==> src/rtl/bp_pkg.sv <==
// Sizing, FSM state and update-queue entry type shared by the branch predictor table scheduler.
// Optional macro BP_STATS_EN adds the mispredict bit to the queue entry.
package bp_pkg;
  localparam int ENTRIES = 22;
  localparam int IDX_W   = 5;
  localparam int HIST_W  = 3;
  localparam int QDEPTH  = 4;
  localparam int QPTR_W  = $clog2(QDEPTH);

  typedef enum logic {INIT = 1'b0, RUN = 1'b1} bp_state_t;

  typedef struct packed {
    logic [IDX_W-1:0] idx;
    logic             taken;
`ifdef BP_STATS_EN
    logic             mispred;
`endif
  } bp_update_t;

  // Two-bit saturating counter step toward the resolved outcome.
  function automatic logic [1:0] sat_step(input logic [1:0] cnt, input logic taken);
    logic [1:0] res;
    res = cnt;
    if (taken && cnt != 2'd3) res = cnt + 2'd1;
    else if (!taken && cnt != 2'd0) res = cnt - 2'd1;
    return res;
  endfunction
endpackage

==> src/rtl/bp_update_fifo.sv <==
// Circular buffer of pending predictor updates; pointers carry one extra wrap bit
// so full and empty are told apart without an occupancy counter.
module bp_update_fifo
  import bp_pkg::*;
(
  input  logic       clk,
  input  logic       reset,
  input  logic       push,
  input  logic       pop,
  input  bp_update_t din,
  output bp_update_t dout,
  output logic       full,
  output logic       empty
);
  localparam logic [QPTR_W:0] PTR_ONE = (QPTR_W + 1)'(1);

  bp_update_t      mem [QDEPTH];
  logic [QPTR_W:0] wr_ptr;
  logic [QPTR_W:0] rd_ptr;

  assign empty = (wr_ptr == rd_ptr);
  assign full  = (wr_ptr[QPTR_W] != rd_ptr[QPTR_W]) &&
                 (wr_ptr[QPTR_W-1:0] == rd_ptr[QPTR_W-1:0]);
  assign dout  = mem[rd_ptr[QPTR_W-1:0]];

  always_ff @(posedge clk or posedge reset) begin
    if (reset) begin
      wr_ptr <= '0;
      rd_ptr <= '0;
    end else begin
      if (push && !full) wr_ptr <= wr_ptr + PTR_ONE;
      if (pop && !empty) rd_ptr <= rd_ptr + PTR_ONE;
    end
  end

  always_ff @(posedge clk) begin
    if (push && !full) mem[wr_ptr[QPTR_W-1:0]] <= din;
  end
endmodule

==> src/rtl/bp_table_scheduler.sv <==
// Clears the predictor table after reset, then shares its single read port between lookups
// and queued read-modify-write updates. Optional macro BP_STATS_EN adds update/mispredict counters.
module bp_table_scheduler
  import bp_pkg::*;
(
  input  logic              clk,
  input  logic              reset,
  input  logic              lookup_valid,
  input  logic [IDX_W-1:0]  lookup_idx,
  output logic              lookup_ready,
  output logic              pred_taken,
  input  logic              update_valid,
  input  logic [IDX_W-1:0]  update_idx,
  input  logic              update_taken,
  input  logic              update_mispred,
  output logic              update_ready,
  output logic [IDX_W-1:0]  tbl_ridx,
  input  logic [1:0]        tbl_rcounter,
  input  logic [HIST_W-1:0] tbl_rhist,
  output logic              tbl_we,
  output logic [IDX_W-1:0]  tbl_widx,
  output logic [1:0]        tbl_wcounter,
  output logic [HIST_W-1:0] tbl_whist,
  output logic              init_done,
  output bp_state_t         dbg_state
`ifdef BP_STATS_EN
  ,
  output logic [15:0]       stat_updates,
  output logic [15:0]       stat_mispred
`endif
);
  localparam logic [IDX_W-1:0] IDX_ONE   = IDX_W'(1);
  localparam logic [IDX_W-1:0] SWEEP_END = IDX_W'(ENTRIES - 1);

  // Handshakes: a transfer happens on a rising edge where valid && ready; ready never depends
  // on valid, and a lookup's pred_taken is only meaningful in its transfer cycle.
  bp_state_t        state;
  bp_state_t        next_state;
  logic [IDX_W-1:0] sweep;
  bp_update_t       upd_in;
  bp_update_t       head;
  logic             q_full;
  logic             q_empty;
  logic             push;
  logic             drain;

  always_ff @(posedge clk or posedge reset) begin
    if (reset) begin
      state <= INIT;
      sweep <= '0;
    end else begin
      state <= next_state;
      if (state == INIT) sweep <= sweep + IDX_ONE;
    end
  end

  always_comb begin
    next_state   = state;
    lookup_ready = 1'b0;
    update_ready = 1'b0;
    drain        = 1'b0;
    tbl_ridx     = lookup_idx;
    tbl_we       = 1'b0;
    tbl_widx     = sweep;
    tbl_wcounter = '0;
    tbl_whist    = '0;
    case (state)
      INIT: begin
        tbl_we = 1'b1;
        if (sweep == SWEEP_END) next_state = RUN;
      end
      RUN: begin
        update_ready = !q_full;
        lookup_ready = !q_full;
        // A full queue always drains so lookups cannot starve updates indefinitely.
        drain = q_full || (!lookup_valid && !q_empty);
        if (drain) begin
          tbl_ridx     = head.idx;
          tbl_we       = 1'b1;
          tbl_widx     = head.idx;
          tbl_wcounter = sat_step(tbl_rcounter, head.taken);
          tbl_whist    = {tbl_rhist[HIST_W-2:0], head.taken};
        end
      end
      default: next_state = INIT;
    endcase
  end

  assign pred_taken = lookup_valid && lookup_ready && tbl_rcounter[1];
  assign push       = update_valid && update_ready;
  assign init_done  = (state == RUN);
  assign dbg_state  = state;

  always_comb begin
    upd_in       = '0;
    upd_in.idx   = update_idx;
    upd_in.taken = update_taken;
`ifdef BP_STATS_EN
    upd_in.mispred = update_mispred;
`endif
  end

  bp_update_fifo u_fifo (
    .clk   (clk),
    .reset (reset),
    .push  (push),
    .pop   (drain),
    .din   (upd_in),
    .dout  (head),
    .full  (q_full),
    .empty (q_empty)
  );

`ifdef BP_STATS_EN
  logic unused_hist_msb;
  assign unused_hist_msb = tbl_rhist[HIST_W-1];

  always_ff @(posedge clk or posedge reset) begin
    if (reset) begin
      stat_updates <= '0;
      stat_mispred <= '0;
    end else if (drain) begin
      if (stat_updates != 16'hFFFF) stat_updates <= stat_updates + 16'd1;
      if (head.mispred && stat_mispred != 16'hFFFF) stat_mispred <= stat_mispred + 16'd1;
    end
  end
`else
  logic unused_inputs;
  assign unused_inputs = ^{update_mispred, tbl_rhist[HIST_W-1]};
`endif
endmodule

==> config.mk <==
export PLATFORM = sky130hd
export DESIGN_NAME = bp_table_scheduler
export DESIGN_NICKNAME = d
export VERILOG_FILES = /design/src/rtl/bp_pkg.sv /design/src/rtl/bp_update_fifo.sv /design/src/rtl/bp_table_scheduler.sv
export SDC_FILE = /design/constraint.sdc
export NUM_CORES = 1
export LEC_CHECK = 0
export ABC_AREA = 1
export CAP_MARGIN = 15
export CORE_MARGIN = 3
export CORE_UTILIZATION = 55
export CTS_BUF_LIST = sky130_fd_sc_hd__clkbuf_2
export DETAILED_ROUTE_END_ITERATION = 8
export PLACE_DENSITY = 0.86
export SLEW_MARGIN = 5
export SYNTH_ARGS = -nofsm -noshare
export SYNTH_HDL_FRONTEND = slang
export SYNTH_SLANG_ARGS = --single-unit
==> constraint.sdc <==
create_clock -name clk -period 3.5 [get_ports clk]
set_input_delay 1.05 -clock clk [delete_from_list [all_inputs] [get_ports clk]]
set_output_delay 1.05 -clock clk [all_outputs]
set_load 0.005 [all_outputs]
==> tab_implementation.tex, run 1 <==
\begin{tabular}{lr}
\hline
Metric & Value \\
\hline
\multicolumn{2}{l}{\textbf{Power and ir drop}} \\
\quad Proportion of total power due to net switching & 41.1\% \\
\quad Combinational Power Share & 56.7\% \\
\quad Internal Dissipation & 1110 uW \\
\quad Power density over cell area & 781 mW/mm2 \\
\quad Largest voltage drop on the vdd net & 0.426 mV \\
\quad Switching Power & 777 uW \\
\quad Lkg Pwr & 0.00114 uW \\
\quad Sequential cell fraction of total power & 33.7\% \\
\quad Clock network fraction of design power & 9.6\% \\
\multicolumn{2}{l}{\textbf{Clocking}} \\
\quad Root Buffer Master & clkbuf\_2 \\
\quad Hold-fix buffers, CTS & 0 \\
\quad CTS tree & done \\
\quad Worst skew pair latency & 0.38 ns \\
\quad Max Root-Sink Buffers & 2 \\
\quad Clock-pin slew on the worst setup and hold paths & 0.17 ns \\
\quad Number of buffers added by the clock tree synthesis step & 5 \\
\quad Number of clock sinks & 36 \\
\quad H-tree depth reported by CTS & 2 \\
\multicolumn{2}{l}{\textbf{Routing}} \\
\quad Wire length reported by the detailed router & 3920 um \\
\quad Vias per std cell & 5.01 \\
\quad Number of iterations in the first detailed-routing pass & 4 \\
\quad Via Count & 1474 \\
\quad Number of violations reported at the end of detailed-routing iteration 0 & 80 \\
\quad Post-route antenna net violation count & 0 \\
\quad Average wire per standard cell & 13.3 um \\
\quad Number of DRC violations after detailed routing & 0 \\
\multicolumn{2}{l}{\textbf{Timing}} \\
\quad Number of hold violations in the final report & 0 \\
\quad Max frequency & 307 MHz \\
\quad Max-slew violation count & 0 \\
\quad Measured slew at the worst slew-check pin & 0.619 ns \\
\quad Worst Hold Margin & 0.566 ns \\
\quad Max Clock Skew & 0.0212 ns \\
\quad Clock period minus final worst setup slack & 3.26 ns \\
\quad Total Negative Setup Slacks & 0 ns \\
\quad Fin crit share & 93.1\% \\
\quad Minimum setup slack in the final design & 0.240 ns \\
\quad RSZ-0062 raised after global routing & false \\
\quad Number of failing setup endpoints in the final timing report & 0 \\
\quad Relative slew margins & 58.6\% \\
\multicolumn{2}{l}{\textbf{Synth}} \\
\quad Register bit count reported by yosys & 36 \\
\quad Register area share after synthesis & 55.5\% \\
\quad Proportion of synthesized flip-flops having asynchronous set or reset & 33.3\% \\
\quad Post-Syn Area & 0.00184 mm2 \\
\quad Yosys cell types & 25 \\
\quad Synth Area in XOR/XNOR & 4.69\% \\
\quad Mux cell area share after synthesis & 0\% \\
\quad Dominant combinational cell family by area after synthesis & simple AND/OR/NAND/NOR gates \\
\quad Synthesized Nets & 224 \\
\quad Share of the synthesized area in the top cell type & 39.2\% \\
\quad Leading cell type by number of instances after synthesis & nand2\_1 \\
\quad Ranking of synthesized cells by area & edfxtp\_1, dfrtp\_1, nand2\_1 \\
\quad Cells after synthesis & 194 \\
\quad Number of enable-type register cells in the synthesized netlist & 24 \\
\quad Syn. warnings & 0 \\
\quad Main flop type after synthesis & edfxtp\_1 \\
\quad Leading post-synthesis cells by instance count & nand2\_1, edfxtp\_1, inv\_1 \\
\quad Adder and majority gate portion of the synthesized area & 6.12\% \\
\quad Average size of a mapped cell & 9.48 um2 \\
\quad Synth Area in Compound Gates & 5.92\% \\
\quad Simple-Gate Fraction of Synth Area & 20.1\% \\
\quad Cell type with the highest aggregate area in the netlist & edfxtp\_1 \\
\multicolumn{2}{l}{\textbf{Floorplan}} \\
\quad Effective utilization at floorplan & 58.8\% \\
\quad Core Region & 0.00313 mm2 \\
\quad Ports placed on the boundary & 42 \\
\quad Die Y & 63.8 um \\
\quad Die Outline Area & 0.00407 mm2 \\
\quad Floorplan row count & 20 \\
\quad Die Width & 63.8 um \\
\multicolumn{2}{l}{\textbf{Cells and area}} \\
\quad Area growth, synth to finish & 31.6\% \\
\quad Finished layout cell area & 0.00242 mm2 \\
\quad Multi-input gate area in the final layout & 714 um2 \\
\quad Combined flip-flop and latch cell area & 0.00102 mm2 \\
\quad Utilization after layout & 77.4\% \\
\quad Number of diodes & 0 \\
\quad Fraction of final layout cells sized beyond drive strength 1 & 14.4\% \\
\quad Fillers & 212 \\
\quad Final layout net count & 279 \\
\multicolumn{2}{l}{\textbf{Placement}} \\
\quad Post-Place Setup Slack & -0.355 ns \\
\quad Post-placement cell area & 0.00230 mm2 \\
\quad Last weighted congestion value of the routability-driven placer & 0.757 \\
\quad IO Port Bufs & 39 \\
\quad Detailed placement HPWL & 2740 um \\
\multicolumn{2}{l}{\textbf{GRT}} \\
\quad Aggregate global routing overflow & 0 \\
\quad Vias in the first global route & 1494 \\
\quad Combined global-route utilization of all metal layers & 21.4\% \\
\quad Wire length of the first global-routing pass & 6680 um \\
\quad Pin count of the biggest net entering global routing & 14 \\
\quad Number of antenna violations at the first check in global routing & 0 \\
\multicolumn{2}{l}{\textbf{Outcome}} \\
\quad Result of the run & completed \\
\multicolumn{2}{l}{\textbf{Critical path}} \\
\quad Critical path peak fanout & 10 \\
\quad CP Capture Type & primary output \\
\quad Required time reported for the critical path endpoint & 2.45 ns \\
\quad R2r worst-path depth & 8 \\
\quad R2R Path End & u\_fifo.mem[3][4] \\
\quad Worst Path Class, Setup & flop to primary output \\
\quad Critical Path Start Type & flop \\
\quad CP arrival & 2.21 ns \\
\quad Setup slack of the most critical reg-to-reg path & 1.36 ns \\
\quad Launching point of the worst reg2reg path & u\_fifo.rd\_ptr[0] \\
\multicolumn{2}{l}{\textbf{Hold path}} \\
\quad Worst Hold Path EP & dbg\_state \\
\quad Worst hold start & sweep[3] \\
\quad Class of the tightest hold or removal check & flop to flop \\
\quad Count of cells along the worst hold path & 1 \\
\multicolumn{2}{l}{\textbf{Flow run}} \\
\quad Number of max-capacitance violations reported & 0 \\
\hline
\end{tabular}
[power groups by stage]
stage	logic, uW	clock network [uW]	registers (uW)
2_1_floorplan	586	0	607
3_3_place_gp	993	0	641
3_5_place_dp	1020	0	645
4_1_cts	1050	183	636
5_1_grt	1200	200	651
6_report	1070	181	637
[layout by cell type (no fill, tap or decap), types with 2 or more instances in the layout]
master	synthesis	routed
buf_4	3	14
clkbuf_2	0	6
clkdlybuf4s15_2	0	2
clkdlybuf4s50_1	0	22
dfrtp_1	12	12
dlygate4sd2_1	0	14
edfxtp_1	24	24
ha_1	9	9
inv_1	23	22
inv_2	2	3
nand2_1	55	52
nand2_2	1	2
nand2_4	1	3
nand3_1	4	4
nand4_1	2	2
nor2_1	21	21
o21ai_0	14	14
o22ai_1	5	5
xnor2_1	3	3
xor2_1	5	5
[metrics by stage]
step / instances / power [uW]
4_1_cts: 293 / 1870
3_5_place_dp: 279 / 1660
3_3_place_gp: 279 / 1630
6_report: 294 / 1890
2_1_floorplan: 194 / 1190
5_1_grt: 294 / 2060
[logic make-up after synthesis]
logic type               after synthesis
AO/OA/AOI/OAI                         20
XOR/XNOR                               9
AND/OR/NAND/NOR                       88
flip-flops                            36
buffers and inverters                 32
adder cells (fa/ha/maj)                9
[worst max-delay path, cell delays in order, from the launching register on]
cell	delay [ns]
dfrtp_1	0.56
xnor2_2	0.25
nand2_1	0.14
nand2_4	0.10
nand2_4	0.07
nand2_8	0.09
inv_8	0.04
buf_4	0.12
buf_4	0.12
nand2_1	0.05
nor2_1	0.03
dlygate4sd2_1	0.25
[area by class of cell]
| class | instances | area share (%) |
|---|---|---|
| Sequential cell | 36 | 42.2 |
| Tap cell | 44 | 2.28 |
| Clock buffer | 6 | 1.24 |
| Timing Repair Buffer | 53 | 20.0 |
| Multi-Input combinational cell | 127 | 29.5 |
| Inverter | 26 | 4.34 |
| Clock inverter | 2 | 0.465 |
[worst max path at each step]
| stage | start | end |
|---|---|---|
| after floorplan | tbl_rcounter[0] | tbl_wcounter[1] |
| after global placement | tbl_rcounter[0] | tbl_wcounter[1] |
| after detailed placement | tbl_rcounter[0] | tbl_wcounter[1] |
| after global routing | u_fifo.rd_ptr[0] | tbl_wcounter[0] |
| after CTS | lookup_valid | tbl_wcounter[0] |
| final | u_fifo.rd_ptr[1] | tbl_wcounter[0] |
[routing by layer]
layer / vias to the layer above / share of wire, % / routed length, um / global-route usage (%)
li1: 736 / - / - / -
met1: 691 / 42 / 1660 / 26.0
met2: 40 / 51 / 1990 / 36.3
met3: 7 / 4.5 / 178 / 3.69
met4: 0 / 2.3 / 90 / 11.1
met5: - / 0 / 0 / 0
[state kept, by name, summed over array words and instances, names as in the netlist]
signal,count
sweep,5
dbg_state,1
u_fifo.wr_ptr,3
u_fifo.rd_ptr,3
u_fifo.mem,24
[repair_timing]
action | in CTS | in global routing
setup buffers | 5 | 1
pin swaps | 0 | 1
gates resized for setup | 28 | 2
gates cloned | 1 | 0
setup endpoints to repair | 15 | 8
No activity file was read; power rests on OpenSTA's default activity.
==> run 2: changes to the inputs <==
Settings changed: SETUP_SLACK_MARGIN set to 0.02.
==> run 2 against run 1 <==
  * Routed wire length decreased by 0.89%
  * Critical path type is now primary input to primary output
  * Worst setup slack worse by 0.011 ns
  * Largest power group unchanged
  * Maximum frequency decreased by 0.33%
  * Critical endpoint is now tbl_whist[0]
  * Clock power hardly changed
  * Die area stayed put
  * Hold slack improved by 0.0012 ns
  * First-iteration DRC count decreased by 33%
==> tab_implementation.tex, run 2 (synthesized netlist as in run 1, its figures left out) <==
\begin{tabular}{lr}
\hline
Metric & Value \\
\hline
\multicolumn{2}{l}{\textbf{Critical path}} \\
\quad Launching point of the worst reg2reg path & u\_fifo.rd\_ptr[0] \\
\quad Start point of the critical path & lookup\_valid \\
\quad Setup slack of the most critical reg-to-reg path & 1.37 ns \\
\quad Worst Path Class, Setup & primary input to primary output \\
\quad Critical path peak fanout & 7 \\
\quad R2r worst-path depth & 8 \\
\quad CP arrival & 2.22 ns \\
\quad Critical Path Start Type & primary input \\
\quad CP Capture Type & primary output \\
\quad R2R Path End & u\_fifo.mem[3][4] \\
\quad Required time reported for the critical path endpoint & 2.45 ns \\
\multicolumn{2}{l}{\textbf{Cells and area}} \\
\quad Final layout net count & 278 \\
\quad Fraction of final layout cells sized beyond drive strength 1 & 14.1\% \\
\quad Leading cell type in the layout, fill and taps excluded & nand2\_1 \\
\quad Finished layout cell area & 0.00240 mm2 \\
\quad Area growth, synth to finish & 30.7\% \\
\quad Number of diodes & 0 \\
\quad Number of flip-flops under the largest register name & 24 \\
\quad Commonest cells after routing, fill and taps aside & nand2\_1, edfxtp\_1, inv\_1, clkdlybuf4s50\_1, nor2\_1 \\
\multicolumn{2}{l}{\textbf{Floorplan}} \\
\quad Effective utilization at floorplan & 58.8\% \\
\quad Die Outline Area & 0.00407 mm2 \\
\quad Floorplan row count & 20 \\
\quad Die Width & 63.8 um \\
\quad Ports placed on the boundary & 42 \\
\quad Die Y & 63.8 um \\
\quad Core Region & 0.00313 mm2 \\
\multicolumn{2}{l}{\textbf{Routing}} \\
\quad Number of DRC violations after detailed routing & 0 \\
\quad Wire length reported by the detailed router & 3890 um \\
\quad Post-route antenna net violation count & 0 \\
\quad Metal2 WL & 1970 um \\
\quad Uppermost layer routed & met4 \\
\quad Vias per std cell & 5.05 \\
\quad Via Count & 1480 \\
\quad Number of violations reported at the end of detailed-routing iteration 0 & 54 \\
\quad Routed length on met3 & 182 um \\
\quad Number of iterations in the first detailed-routing pass & 4 \\
\quad Met1 wire length & 1650 um \\
\quad Average wire per standard cell & 13.3 um \\
\multicolumn{2}{l}{\textbf{Clocking}} \\
\quad Number of buffers added by the clock tree synthesis step & 5 \\
\quad Max Root-Sink Buffers & 2 \\
\quad Clock-pin slew on the worst setup and hold paths & 0.17 ns \\
\quad Worst skew pair latency & 0.37 ns \\
\quad CTS tree & done \\
\quad Number of clock sinks & 36 \\
\quad Hold-fix buffers, CTS & 0 \\
\quad H-tree depth reported by CTS & 2 \\
\quad Root Buffer Master & clkbuf\_2 \\
\multicolumn{2}{l}{\textbf{GRT}} \\
\quad Vias in the first global route & 1491 \\
\quad Combined global-route utilization of all metal layers & 21.5\% \\
\quad Aggregate global routing overflow & 0 \\
\quad Pin count of the biggest net entering global routing & 14 \\
\quad Wire length of the first global-routing pass & 6690 um \\
\quad Number of antenna violations at the first check in global routing & 0 \\
\multicolumn{2}{l}{\textbf{Hold path}} \\
\quad Count of cells along the worst hold path & 1 \\
\quad Worst hold start & sweep[3] \\
\quad Worst Hold Path EP & dbg\_state \\
\quad Class of the tightest hold or removal check & flop to flop \\
\multicolumn{2}{l}{\textbf{Timing}} \\
\quad RSZ-0062 raised after global routing & false \\
\quad Max frequency & 306 MHz \\
\quad Relative slew margins & 59.7\% \\
\quad Clock period minus final worst setup slack & 3.27 ns \\
\quad Measured slew at the worst slew-check pin & 0.602 ns \\
\quad Worst Hold Margin & 0.567 ns \\
\quad Number of hold violations in the final report & 0 \\
\quad Fin crit share & 93.4\% \\
\quad Max-slew violation count & 0 \\
\quad Max Clock Skew & 0.0203 ns \\
\quad Number of failing setup endpoints in the final timing report & 0 \\
\multicolumn{2}{l}{\textbf{Power and ir drop}} \\
\quad Lkg Pwr & 0.00112 uW \\
\quad Largest voltage drop on the vdd net & 0.434 mV \\
\quad Power density over cell area & 776 mW/mm2 \\
\multicolumn{2}{l}{\textbf{Flow run}} \\
\quad Number of max-capacitance violations reported & 0 \\
\multicolumn{2}{l}{\textbf{Placement}} \\
\quad Last weighted congestion value of the routability-driven placer & 0.757 \\
\quad IO Port Bufs & 39 \\
\quad Post-placement cell area & 0.00230 mm2 \\
\quad Detailed placement HPWL & 2740 um \\
\multicolumn{2}{l}{\textbf{Outcome}} \\
\quad Result of the run & completed \\
\hline
\end{tabular}
## run 2: worst max path at each step
stage | slack, ns | cells past startpoint | to
4_1_cts | 0.25 | 7 | tbl_whist[0]
3_3_place_gp | -0.32 | 9 | tbl_wcounter[1]
5_1_grt | 0.09 | 13 | tbl_wcounter[0]
3_5_place_dp | -0.35 | 9 | tbl_wcounter[1]
2_1_floorplan | 0.75 | 7 | tbl_wcounter[1]
6_report | 0.23 | 7 | tbl_whist[0]
## run 2: per-stage QoR
stage	power (uW)	util [%]	setup slack (ns)	setup TNS (ns)	instances
after global routing	2030	76.8	0.0879	0	293
after detailed placement	1660	73.6	-0.355	-2.17	279
after global placement	1630	73.6	-0.323	-1.91	279
final	1870	76.8	0.229	0	293
after CTS	1870	76.8	0.250	0	293
after floorplan	1190	-	0.755	0	194
## run 2: cell type report
| class | instances | area [um2] |
|---|---|---|
| clock buffer | 6 | 30.0 |
| fill | 215 | 724 |
| sequential | 36 | 1020 |
| tap | 44 | 55.1 |
| inverter | 26 | 105 |
| timing repair buffer | 52 | 472 |
| clock inverter | 2 | 11.3 |
| multi-input combinational | 127 | 709 |
## run 2: worst max-delay path, cell delays in order
cell             delay (ns)
dlygate4sd2_1          0.24
inv_2                  0.06
nand2_2                0.07
nand2_4                0.10
nand2_8                0.08
nor2_1                 0.11
clkdlybuf4s50_1        0.50
## run 2: metal layers
metal | track usage (%) | vias up
li1 | - | 736
met1 | 26.1 | 695
met2 | 36.3 | 42
met3 | 3.69 | 7
met4 | 11.1 | 0
met5 | 0 | -
## run 2: report_power, final
| group | switching, uW | leakage (uW) | total [uW] | internal, uW |
|---|---|---|---|---|
| registers | 80.4 | 0.000356 | 636 | 556 |
| logic | 554 | 0.000741 | 1050 | 495 |
| clock network | 131 | 0.0000266 | 181 | 50.0 |
| total | 765 | 0.00112 | 1870 | 1100 |
## run 2: what timing repair did
action                     4_1_cts  5_1_grt
hold endpoints to repair         0        0
setup endpoints to repair       16        0
buffers inserted                 5        0
resized for setup               29        0
